`config.mk`:
```
export PLATFORM = sky130hd
export DESIGN_NAME = serial_add_arbiter
export DESIGN_NICKNAME = d
export VERILOG_FILES = /design/src/rtl/serial_add_arbiter.sv
export SDC_FILE = /design/constraint.sdc
export NUM_CORES = 1
export LEC_CHECK = 0
export ABC_AREA = 1
export CORE_ASPECT_RATIO = 0.6
export CORE_MARGIN = 2
export CORE_UTILIZATION = 52
export CTS_CLUSTER_DIAMETER = 50
export DETAILED_ROUTE_END_ITERATION = 16
export GPL_ROUTABILITY_DRIVEN = 1
export GPL_TIMING_DRIVEN = 0
export PLACE_DENSITY = 0.86
export SLEW_MARGIN = 20
export SYNTH_ARGS = -nofsm -noshare
export SYNTH_HDL_FRONTEND = slang
export SYNTH_SLANG_ARGS = --single-unit
```
`constraint.sdc`:
```
create_clock -name clk -period 5.2 [get_ports clk]
set_clock_uncertainty 0.15 [all_clocks]
set_input_delay 1.04 -clock clk [delete_from_list [all_inputs] [get_ports clk]]
set_output_delay 1.04 -clock clk [all_outputs]
set_load 0.01 [all_outputs]
```
`src/rtl/serial_add_arbiter.sv`:
```
// serial_add_arbiter: NREQ requesters share one LSB-first bit-serial adder.
// A round-robin pick captures the winner's operand pair. WIDTH shift cycles
// follow, then a FINISH cycle publishes {carry, sum} tagged with the winner.
module serial_add_arbiter #(
    parameter int WIDTH = 8,
    parameter int NREQ  = 4,
    parameter int IDW   = $clog2(NREQ)
) (
    input  logic                  clk,
    input  logic                  resetn,   // active-high despite the name
    input  logic [NREQ-1:0]       req,
    input  logic [NREQ*WIDTH-1:0] opa,
    input  logic [NREQ*WIDTH-1:0] opb,
    output logic [NREQ-1:0]       gnt,
    output logic                  busy,
    output logic [WIDTH:0]        sum,
    output logic                  done,
    output logic [IDW-1:0]        done_id
);
    localparam int CW = $clog2(WIDTH + 1);

    typedef enum logic [1:0] {IDLE, SHIFT, FINISH} state_t;

    state_t           state;
    logic [WIDTH-1:0] a_sr, b_sr, res_sr;
    logic             carry;
    logic [CW-1:0]    cnt;
    logic [IDW-1:0]   ptr, winner;

    logic [IDW-1:0]   pick;
    logic             pick_vld;
    logic [WIDTH-1:0] pick_a, pick_b;
    logic             s_bit, c_next;

    // Round-robin search: first asserted req starting just above the last winner.
    always_comb begin
        pick     = '0;
        pick_vld = 1'b0;
        for (int k = 1; k <= NREQ; k++) begin
            if (!pick_vld && req[(int'(ptr) + k) % NREQ]) begin
                pick_vld = 1'b1;
                pick     = IDW'((int'(ptr) + k) % NREQ);
            end
        end
    end

    // Operand mux for the picked requester.
    always_comb begin
        pick_a = '0;
        pick_b = '0;
        for (int k = 0; k < NREQ; k++) begin
            if (pick == IDW'(k)) begin
                pick_a = opa[k*WIDTH +: WIDTH];
                pick_b = opb[k*WIDTH +: WIDTH];
            end
        end
    end

    // One full-adder slice: the whole serial datapath.
    always_comb begin
        s_bit  = a_sr[0] ^ b_sr[0] ^ carry;
        c_next = (a_sr[0] & b_sr[0]) | (a_sr[0] & carry) | (b_sr[0] & carry);
    end

    assign busy = (state != IDLE);

    // Control FSM with registered grant/done/result outputs.
    always_ff @(posedge clk or posedge resetn) begin
        if (resetn) begin
            state   <= IDLE;
            gnt     <= '0;
            sum     <= '0;
            done    <= 1'b0;
            done_id <= '0;
            a_sr    <= '0;
            b_sr    <= '0;
            res_sr  <= '0;
            carry   <= 1'b0;
            cnt     <= '0;
            winner  <= '0;
            ptr     <= IDW'(NREQ - 1);
        end else begin
            gnt  <= '0;
            done <= 1'b0;
            case (state)
                IDLE: begin
                    if (pick_vld) begin
                        a_sr   <= pick_a;
                        b_sr   <= pick_b;
                        carry  <= 1'b0;
                        cnt    <= '0;
                        winner <= pick;
                        gnt    <= NREQ'(1) << pick;
                        state  <= SHIFT;
                    end
                end
                SHIFT: begin
                    a_sr   <= a_sr >> 1;
                    b_sr   <= b_sr >> 1;
                    carry  <= c_next;
                    res_sr <= WIDTH'({s_bit, res_sr} >> 1);
                    cnt    <= cnt + CW'(1);
                    if (cnt == CW'(WIDTH - 1))
                        state <= FINISH;
                end
                FINISH: begin
                    sum     <= {carry, res_sr};
                    done    <= 1'b1;
                    done_id <= winner;
                    ptr     <= winner;
                    state   <= IDLE;
                end
                default: state <= IDLE;
            endcase
        end
    end
endmodule

```
# Word level (Yosys, flattened, before mapping)
# Index checks and enable logic that the tools add are counted.
# op_classes
eq_ne	8
n_reduce_logical	17
bitwise_logic	11
shifts	1
n_lt_le_gt_ge	4
n_mux	42
addsub	5
# op_table
op	count
two-way mux 8 bit	10
case mux 8 bit (2 select lines)	2
less-than comparator 3 x 4 -> 1 bit (second input constant)	4
two-way mux 1 bit	14
two-way mux 2 bit	6
two-way mux 4 bit	3
binary-select mux 1 bit (select 2 bit)	4
case mux 4 bit (2 select lines)	1
OR reduction 2 bit	4
equality test 2 bit (second input constant)	3
AND reduction 2 bit	3
adder 2 x 1 -> 2 bit (second input constant)	2
adder 2 bit (second input constant)	2
adder 4 x 1 -> 4 bit (second input constant)	1
AND 1 bit (first input constant)	4
equality test 2 x 1 -> 1 bit (second input constant)	2
equality test 4 x 3 -> 1 bit (second input constant)	1
logical NOT 2 bit	2
!= test 2 bit (second input constant)	2
case mux 2 bit (2 select lines)	1
nonzero test 2 bit	2
left shift 1 x 2 -> 4 bit (first input constant)	1
AND 1 bit	3
logical AND 1 bit	3
other kinds (4)	8
# totals
input_bits	70
register_bits	51
output_inout_bits	17
elab_cells	100

# Depth between registers and ports, before layout
# logic_depth
ltp_word	23
ltp_mapped	19
mapped_depth_nobuf	17

# Worst setup path before layout
# Ideal clock, no wire load.
# synth_path
path_kind	input-to-reg
from	input port req[2]
to	register a_sr[2]
setup_time_ns	0.116
n_path_buf	1
arrival_ns	2.159
required_time_ns	4.934
stages	13
setup_slack_ns	2.775
path_cell_list	nand2_1 > nand2_2 > nand2_2 > nand2_2 > nor2_4 > nand3_4 > nand2_2 > nand2_4 > buf_6 > o21ai_0 > nand3_1 > nand2_1 > nand2_1
# synth_between
elab_chain_cells	20
word_cells_on_any_way	38
classes_between	eq/ne: 4; mux: 26; reduce/logical: 8
# synth_rtl
item	line	text
start: declaration	11	input logic [NREQ-1:0] req,
binary-select mux 1 bit (select 2 bit)	40	if (!pick_vld && req[(int'(ptr) + k) % NREQ]) begin
two-way mux 1 bit (not written as such) (2 in a row)	40	
two-way mux 1 bit	40	
logical NOT 1 bit	40	
logical AND 1 bit	40	
two-way mux 1 bit	40	
logical NOT 1 bit	40	
logical AND 1 bit	40	
two-way mux 1 bit	40	
logical NOT 1 bit	40	
logical AND 1 bit	40	
two-way mux 2 bit	40	
logical NOT 2 bit	52	if (pick == IDW'(k)) begin
two-way mux 8 bit (4 in a row)	52	
two-way mux 8 bit	87	if (pick_vld) begin
case mux 8 bit (2 select lines)	85	case (state)
end signal: assignment	88	a_sr <= pick_a;
end signal: assignment	98	a_sr <= a_sr >> 1;
end: declaration	25	logic [WIDTH-1:0] a_sr, b_sr, res_sr;
# Parallel ways exist; a longest one is shown, timed or not. The select of a mux whose other input is x is not followed.
# A chain may end at the register's enable or synchronous reset.

# Worst setup path in the final report
# layout_path
from	input port req[3]
to	register b_sr[0]
# layout_between
elab_chain_cells	20
word_cells_on_any_way	38
classes_between	eq/ne: 4; mux: 26; reduce/logical: 8
# layout_rtl
item	line	text
binary-select mux 1 bit (select 2 bit)	40	
two-way mux 1 bit (not written as such) (2 in a row)	40	
two-way mux 1 bit	40	
logical NOT 1 bit	40	
logical AND 1 bit	40	
two-way mux 1 bit	40	
logical NOT 1 bit	40	
logical AND 1 bit	40	
two-way mux 1 bit	40	
logical NOT 1 bit	40	
logical AND 1 bit	40	
two-way mux 2 bit	40	
logical NOT 2 bit	52	
two-way mux 8 bit (4 in a row)	52	
two-way mux 8 bit	87	
case mux 8 bit (2 select lines)	85	
end signal: assignment	89	b_sr <= pick_b;
end signal: assignment	99	b_sr <= b_sr >> 1;
end: declaration	25	
# Parallel ways exist; a longest one is shown, timed or not. The select of a mux whose other input is x is not followed.

==> metrics <==
num ports 87; power density of the placed cells 580 nW/um2; fin util 73.4%; Total Wirelength 7.64 mm; fmax 344 MHz; Final TNS setup 0 ns; GRT Total Usage 25.6%; Post-Syn Area 3000 um2; clk_lat worst skew 0.30 ns; Final period util 55.9%; initial antenna violation count 0; Final Hold Vio Count 0; CP cell instances clkdlybuf4s50_1, nand2_1, a21oi_1, nor2_1, nand3_4, nand2_4, inv_4, nand2_2, nand2_1, nand3_1, nand3_1; CTS root buf clkbuf_8; Final #Nets 569; Crit Reg-Reg Endpoint b_sr[0]$_DFFE_PP0P_; CTS tree built; crit-path max cell delay 0.51 ns; max-slew violations 0; status completed; share of the synthesized area in the top cell type 40.9%; Syn Nets 475; Mapped Cells 403; FF-to-FF Start ptr[0]$_DFFE_PP1P_; core footprint 5570 um2; clock slew at reported path FFs 0.09 ns; HPWL Detailed 5.88 mm; total CTS buffers 5; design area 4090 um2; Post-synth ARST share 100%; DRC 0; slew margin rel. 68.0%; Yosys cell types 37; required time of the worst setup path 5.29 ns; most instantiated cells after synthesis nand2_1, inv_1, dfrtp_1; CP startpoint req[3]; GRT overflow 0; Critical Path Fanout Max 10; YS warnings 0; WL met3 463 um; IO buf count 86; Clock Path Buffers 2; H-tree depth 2; Min-Delay Path Class register to register; Synth area leaders dfrtp_1, nand2_1, inv_1; largest net degree at the start of global routing 36; # resized after CTS 0; number of global-route vias before repair 2940; Worst Tran Pin Value 0.480 ns; 1st-pass router iterations 4; Seq cells post-synth 51; hold bufs inserted after CTS 0; Synth-to-Final Area Change 36.1%; Worst setup EP type register; Die Y 62.9 um; Post-synth EDFFs 0; Leakage 2.06 nW; layout cells sized above 1 9.84%; top layer in use met4; cells on worst reg2reg path 13; first-pass GRT wire length 13.1 mm; maximum VDD drop 0.230 mV; cell taking the most area after synthesis dfrtp_1; DR iter-0 viols 135; DR WL/cell 13.2 um; Met2 Wirelength 3.60 mm; ys flop type dfrtp_1; DP Area 3980 um2; WL met1 3.50 mm; DIE WIDTH 102 um; Final setup viols 0; Crit-path slowest cell clkdlybuf4s50_1; Initial Util 53.9%; minimum clock period 2.91 ns; Seq/Total Area, Yosys 42.6%; antenna-violating nets left 0; critical path class input pin to register; diode count 0; RePlAce Congestion 0.893; CP Launch Type input pin; RSZ-0062 raised after global routing false; CTS Sinks 51; Arrival @ worst endpoint 3.00 ns; via count 2872; row cnt 21; die area 6420 um2; postcts setup bufs 0; most numerous cell in the Yosys netlist nand2_1; FF-to-FF setup slack 2.76 ns; vias per inst 4.97; Critical Path Sink b_sr[0]$_DFFE_PP0P_; Syn Area/Cell 7.45 um2; max-cap viol count 0
## stage by stage
stage	total power [W]	hold slack [ns]	instances	worst slack, ns
3_5_place_dp	0.00211	0.317	570	1.99
6_report	0.00237	0.341	578	2.29
5_1_grt	0.00259	0.366	578	2.05
2_1_floorplan	0.00167	0.292	403	2.78
3_3_place_gp	0.00204	0.312	569	1.89
4_1_cts	0.00237	0.340	578	2.28
## layout by cell type (no fill, tap or decap), drive strengths merged, types with 2 or more instances in the layout
cell / count
nor2: 25
clkbuf: 13
clkdlybuf4s50: 86
a21oi: 4
o22ai: 8
nand4: 2
a21boi: 2
dfrtp: 49
xor2: 2
dfstp: 2
inv: 57
buf: 8
o21bai: 2
nand2: 150
o21ai: 40
nand3: 30
a21o: 4
or2: 7
## area by class of cell
| class | instances | area [um2] |
|---|---|---|
| buffer | 13 | 96.3 |
| clock buffer | 7 | 96.3 |
| clock inverter | 1 | 7.51 |
| fill | 450 | 1480 |
| inverter | 57 | 221 |
| multi-input combinational | 282 | 1410 |
| sequential | 51 | 1280 |
| tap | 80 | 100 |
| timing repair buffer | 87 | 881 |
## power breakdown
part | internal [W] | total [W] | switching [W]
clock network | 0.000121 | 0.000248 | 0.000127
logic | 0.000571 | 0.00146 | 0.000891
registers | 0.000574 | 0.000662 | 0.0000880
## state kept, by name (all words and copies together), names as in the netlist, 4 cells and up
register  count
cnt           4
res_sr        8
a_sr          8
b_sr          8
gnt           4
sum           9
## kinds of logic after synthesis
group | synth area share, %
buf+inv | 10.6
flops | 42.6
xor+xnor | 0.584
compound gates | 11.9
fa+ha+maj | 1.08
simple gates | 33.2
## worst min path at each step
stage	from	end	slack, ns	depth (start not counted)
finish	sum[6]$_DFFE_PP0P_	sum[6]$_DFFE_PP0P_	0.34	2
global route	sum[7]$_DFFE_PP0P_	sum[7]$_DFFE_PP0P_	0.37	2
CTS	sum[7]$_DFFE_PP0P_	sum[7]$_DFFE_PP0P_	0.34	2
detailed placement	sum[7]$_DFFE_PP0P_	sum[7]$_DFFE_PP0P_	0.32	2
global placement	a_sr[1]$_DFFE_PP0P_	a_sr[1]$_DFFE_PP0P_	0.31	2
floorplan	res_sr[0]$_DFFE_PP0P_	sum[0]$_DFFE_PP0P_	0.29	2
## worst max-delay path, delay by kind of cell
kind | cells | cell delay, ns
buffers and inverters | 2 | 0.67
AO/OA/AOI/OAI | 1 | 0.26
AND/OR/NAND/NOR | 8 | 1.02
## layer usage
metal | global-route usage (%) | up-vias
met5 | 0 | -
li1 | - | 1449
met2 | 42.4 | 93
met3 | 5.37 | 11
met1 | 35.1 | 1319
met4 | 5.17 | 0
(Power assumes the default switching activity.)
==> RTL change 1, RTL diff (same flow settings) <==
The 3 states of `state_t` get a one-hot encoding in 3 bits.
--- a/src/rtl/serial_add_arbiter.sv
+++ b/src/rtl/serial_add_arbiter.sv
@@ -21,3 +21,3 @@
 
-    typedef enum logic [1:0] {IDLE, SHIFT, FINISH} state_t;
+    typedef enum logic [2:0] {IDLE = 3'b001, SHIFT = 3'b010, FINISH = 3'b100} state_t;
 
Function: same outputs for any inputs over 4 cycles, from zero or initial values and one cycle with resetn high; so few cycles prove little.
==> RTL change 1 against the unedited design <==
Cell count increased by 2.4%. Final area grew 1.9%. Setup slack worse by 0.34 ns. Routed wire length rose by 7.5%. Fmax down 10%. Power is 31% higher. Register-to-register slack gained 0.02 ns. Sequential share of layout area about the same. Clock power down 2%. Synthesized area rose by 3.0%. Sequential cell count increased by 1. Highest routed layer unchanged.
==> RTL change 1: results (changes against the unedited design) <==
Place:
- The final HPWL from detailed placement was 6.49 mm (was 5.88 mm).
- The pre-CTS setup slack is 1.97 ns (was 1.99 ns).
- The routability congestion estimate from global placement is 0.916 (was 0.893).
- The number of cells in the design after placement was 584 (was 570).

Min path:
- The source of the worst hold timing path is res_sr[0]$_DFFE_PP0P_ (was sum[6]$_DFFE_PP0P_).
- The worst hold endpoint is sum[0]$_DFFE_PP0P_ (was sum[6]$_DFFE_PP0P_).

STA:
- The slew at the pin with the worst max-slew slack was 0.650 ns (was 0.480 ns).

Synthesis:
- The distinct cell type count of the synthesized netlist is 38 (was 37).
- List of most frequent post-synthesis cells: sky130_fd_sc_hd__nand2_1 (136), sky130_fd_sc_hd__dfrtp_1 (49), sky130_fd_sc_hd__nor2_1 (49) (was sky130_fd_sc_hd__nand2_1 (135), sky130_fd_sc_hd__inv_1 (51), sky130_fd_sc_hd__dfrtp_1 (49)).
- The total nets after synthesis was 489 (was 475).

Worst setup path:
- The length in cells of the worst reg-to-reg path is 15 (was 13).
- The worst flop-to-flop path endpoint is b_sr[4]$_DFFE_PP0P_ (was b_sr[0]$_DFFE_PP0P_).
- The start point of the critical path was state[0]$_DFFE_PP1P_ (was req[3]).
- The delay of the slowest critical-path stage came to 0.55 ns (was 0.51 ns).
- The startpoint class of the critical path is a register (was primary input).
- The library cell contributing the largest single delay on the critical path is sky130_fd_sc_hd__dfstp_2 (was sky130_fd_sc_hd__clkdlybuf4s50_1).
- The maximum fanout along the worst path came to 4 (was 10).
- The cell family with the largest share of critical-path delay is buffers and inverters (was simple AND/OR/NAND/NOR gates).
- The worst setup slack for register-to-register paths is 2.78 ns (was 2.76 ns).

Detailed routing:
- The detailed-route wire length is 8.22 mm (was 7.64 mm).
- The violation count after the first detailed-route iteration is 178 (was 135).
- The vias per cell was 5.13 (was 4.97).

Layout:
- The number of filler instances in the final layout was 434 (was 450).
- The share of cells above drive strength 1 is 0.121 (was 0.0984).

Clock network:
- The clock-pin slew on the worst setup and hold paths is 0.11 ns (was 0.09 ns).
- The worst-skew pair later-pin latency is 0.32 ns (was 0.30 ns).

Status:
- Outcome: finished clean (unchanged).

Power:
- The maximum resistive drop on vdd came to 0.000469 V (was 0.000230 V).
- The total power divided by cell area is 747 nW/um^2 (was 580 nW/um^2).

Global route:
- The via count of the first global-routing pass is 2,983 (was 2,940).
[RTL change 1: per-layer routing]
layer | vias to the layer above | share of wire | global-route usage
li1 | 1498 | - | -
met1 | 1386 | 0.45 | 0.344
met2 | 138 | 0.45 | 0.438
met3 | 16 | 0.077 | 0.0683
met4 | 0 | 0.017 | 0.0811
met5 | - | 0 | 0
[RTL change 1: power by group]
part	internal (W)	switching, W
clock network	0.0000984	0.000145
registers	0.000592	0.0000963
logic	0.000822	0.00136
total	0.00151	0.00160
[RTL change 1: cell families after synthesis]
group,count (synthesis),synth area share
AOI/OAI and AO/OA,52,0.0931
xor gates and xnor gates,2,0.00567
adders and majority gates,2,0.0105
buffers and inverters,65,0.105
DFF,52,0.422
and+or+nand+nor,244,0.364
[RTL change 1: cell type report]
cell class	count	share of cell area
plain buffers	17	0.0339
clock buffers	5	0.0165
well taps	80	0.0240
inverters	48	0.0439
repair buffers	87	0.211
flip-flops and latches	52	0.313
multi-input cells	300	0.351
clock inverters	3	0.00601
==> RTL change 2, RTL diff (same settings) <==
Made on the original files. Set the parameter `NREQ` to 2 (it was 4).
--- a/src/rtl/serial_add_arbiter.sv
+++ b/src/rtl/serial_add_arbiter.sv
@@ -5,3 +5,3 @@
     parameter int WIDTH = 8,
-    parameter int NREQ  = 4,
+    parameter int NREQ  = 2,
     parameter int IDW   = $clog2(NREQ)
Interface: changed (5 resized); port bits go from 87 to 50. No check against the original RTL was run, so the function may have changed too.
==> RTL change 2 against the unedited design <==
Power is 38% lower. Hold slack lost 0.010 ns. Final area is 29% lower. Sequential cell count down 5. Routed wire length is 35% lower. Synthesized area fell by 26%. Setup slack improved by 0.27 ns. Via count shrank 31%. Die area is 25% lower. Largest power group unchanged.
==> RTL change 2: results (changes against the unedited design) <==
Status:
- Outcome: finished clean (unchanged).

Synthesis:
- The total nets after synthesis is 318 (was 475).
- The share of the synthesized area in compound gates (AO/OA/AOI/OAI) is 0.0502 (was 0.119).
- The share of synthesized cell area in full adder, half adder and majority cells is 0.0147 (was 0.0108).
- The synthesized-area fraction occupied by xor and xnor cells is 0 (was 0.00584).
- The share of the yosys chip area belonging to registers is 0.519 (was 0.426).
- The post-synthesis instance total was 280 (was 403).
- List of most frequent post-synthesis cells: sky130_fd_sc_hd__nand2_1 (104), sky130_fd_sc_hd__dfrtp_1 (45), sky130_fd_sc_hd__nand3_1 (32) (was sky130_fd_sc_hd__nand2_1 (135), sky130_fd_sc_hd__inv_1 (51), sky130_fd_sc_hd__dfrtp_1 (49)).
- The distinct cell type count of the synthesized netlist is 20 (was 37).

Worst setup path:
- The start point of the critical path is state[0]$_DFFE_PP0P_ (was req[3]).
- The end point of the critical path is busy (was b_sr[0]$_DFFE_PP0P_).
- The maximum fanout along the worst path is 3 (was 10).
- The worst setup slack for register-to-register paths is 3.74 ns (was 2.76 ns).
- The cell family with the largest share of critical-path delay is buffers and inverters (was simple AND/OR/NAND/NOR gates).
- The delay of the slowest critical-path stage is 0.56 ns (was 0.51 ns).
- The worst flop-to-flop path endpoint is a_sr[0]$_DFFE_PP0P_ (was b_sr[0]$_DFFE_PP0P_).
- The data arrival time of the critical path is 1.45 ns (was 3.00 ns).
- The worst reg2reg path startpoint is ptr$_DFFE_PP1P_ (was ptr[0]$_DFFE_PP1P_).

Layout:
- The share of cells above drive strength 1 was 0.0950 (was 0.0984).
- The number of nets in the layout is 374 (was 569).

Detailed routing:
- The wire length on met1 is 2.43 mm (was 3.50 mm).
- The met3 wire length is 305 um (was 463 um).
- The detailed-route wire length is 5.00 mm (was 7.64 mm).

Global route:
- The via count of the first global-routing pass was 1,705 (was 2,940).
- The global-route wire length before repair was 7.85 mm (was 13.1 mm).
- The overall fraction of global-route tracks in use is 0.228 (was 0.256).

Power:
- The maximum resistive drop on vdd is 0.000238 V (was 0.000230 V).
- The leakage power total is 1.42 nW (was 2.06 nW).

Place:
- The final HPWL from detailed placement was 3.78 mm (was 5.88 mm).
- The routability congestion estimate from global placement is 0.808 (was 0.893).
- The number of buffer cells added on primary ports came to 48 (was 86).
- The cell area after placement was 2790 sq um (was 3980 sq um).
- The number of cells in the design after placement is 389 (was 570).

STA:
- The max-slew headroom at the worst pin was 0.720 (was 0.680).
- The time the final worst path needs with I/O delays and setup is 2.64 ns (was 2.91 ns).

Die:
- The die area was 4820 sq um (was 6420 sq um).

Min path:
- The source of the worst hold timing path is res_sr[0]$_DFFE_PP0P_ (was sum[6]$_DFFE_PP0P_).
[RTL change 2: tightest hold or removal path: stages, from the launching register on]
cell                      delay [ns]
sky130_fd_sc_hd__dfrtp_1        0.35
sky130_fd_sc_hd__nand2_1        0.05
sky130_fd_sc_hd__nand2_1        0.05
[RTL change 2: final cells by class]
| type | instances | area, sq um |
|---|---|---|
| buffer | 14 | 109 |
| clock buffer | 7 | 86.3 |
| clock inverter | 1 | 30.0 |
| fill | 354 | 1190 |
| inverter | 19 | 71.3 |
| multi-input combinational | 201 | 886 |
| sequential | 46 | 1150 |
| tap | 60 | 75.1 |
| timing repair buffer | 49 | 500 |
[RTL change 2: cells by family (layout without fill, tap and decap cells)]
logic type,count (synthesis),after routing
AND/OR/NAND/NOR,177,177
flip-flops,46,46
buffers and inverters,33,90
AO/OA/AOI/OAI,22,22
adder cells (fa/ha/maj),2,2
[RTL change 2: worst min-delay path by stage]
stage               cells past startpoint  slack [ns]            endpoint
detailed placement                      2        0.31  sum[0]$_DFFE_PP0P_
CTS                                     2        0.33  sum[0]$_DFFE_PP0P_
global route                            2        0.35  sum[0]$_DFFE_PP0P_
floorplan                               2        0.29  sum[0]$_DFFE_PP0P_
global placement                        2        0.31  sum[0]$_DFFE_PP0P_
finish                                  2        0.33  sum[0]$_DFFE_PP0P_
[RTL change 2: layer usage]
metal / GRT usage / vias to the layer above
li1: - / 988
met1: 0.303 / 924
met2: 0.355 / 57
met3: 0.0573 / 7
met4: 0.109 / 0
met5: 0 / -
[RTL change 2: where the power goes]
part / switching, W / internal (W) / leakage, nW
sequential: 0.0000847 / 0.000509 / 0.576
clock: 0.000118 / 0.000157 / 0.0585
combinational: 0.000337 / 0.000269 / 0.785
total: 0.000540 / 0.000935 / 1.42
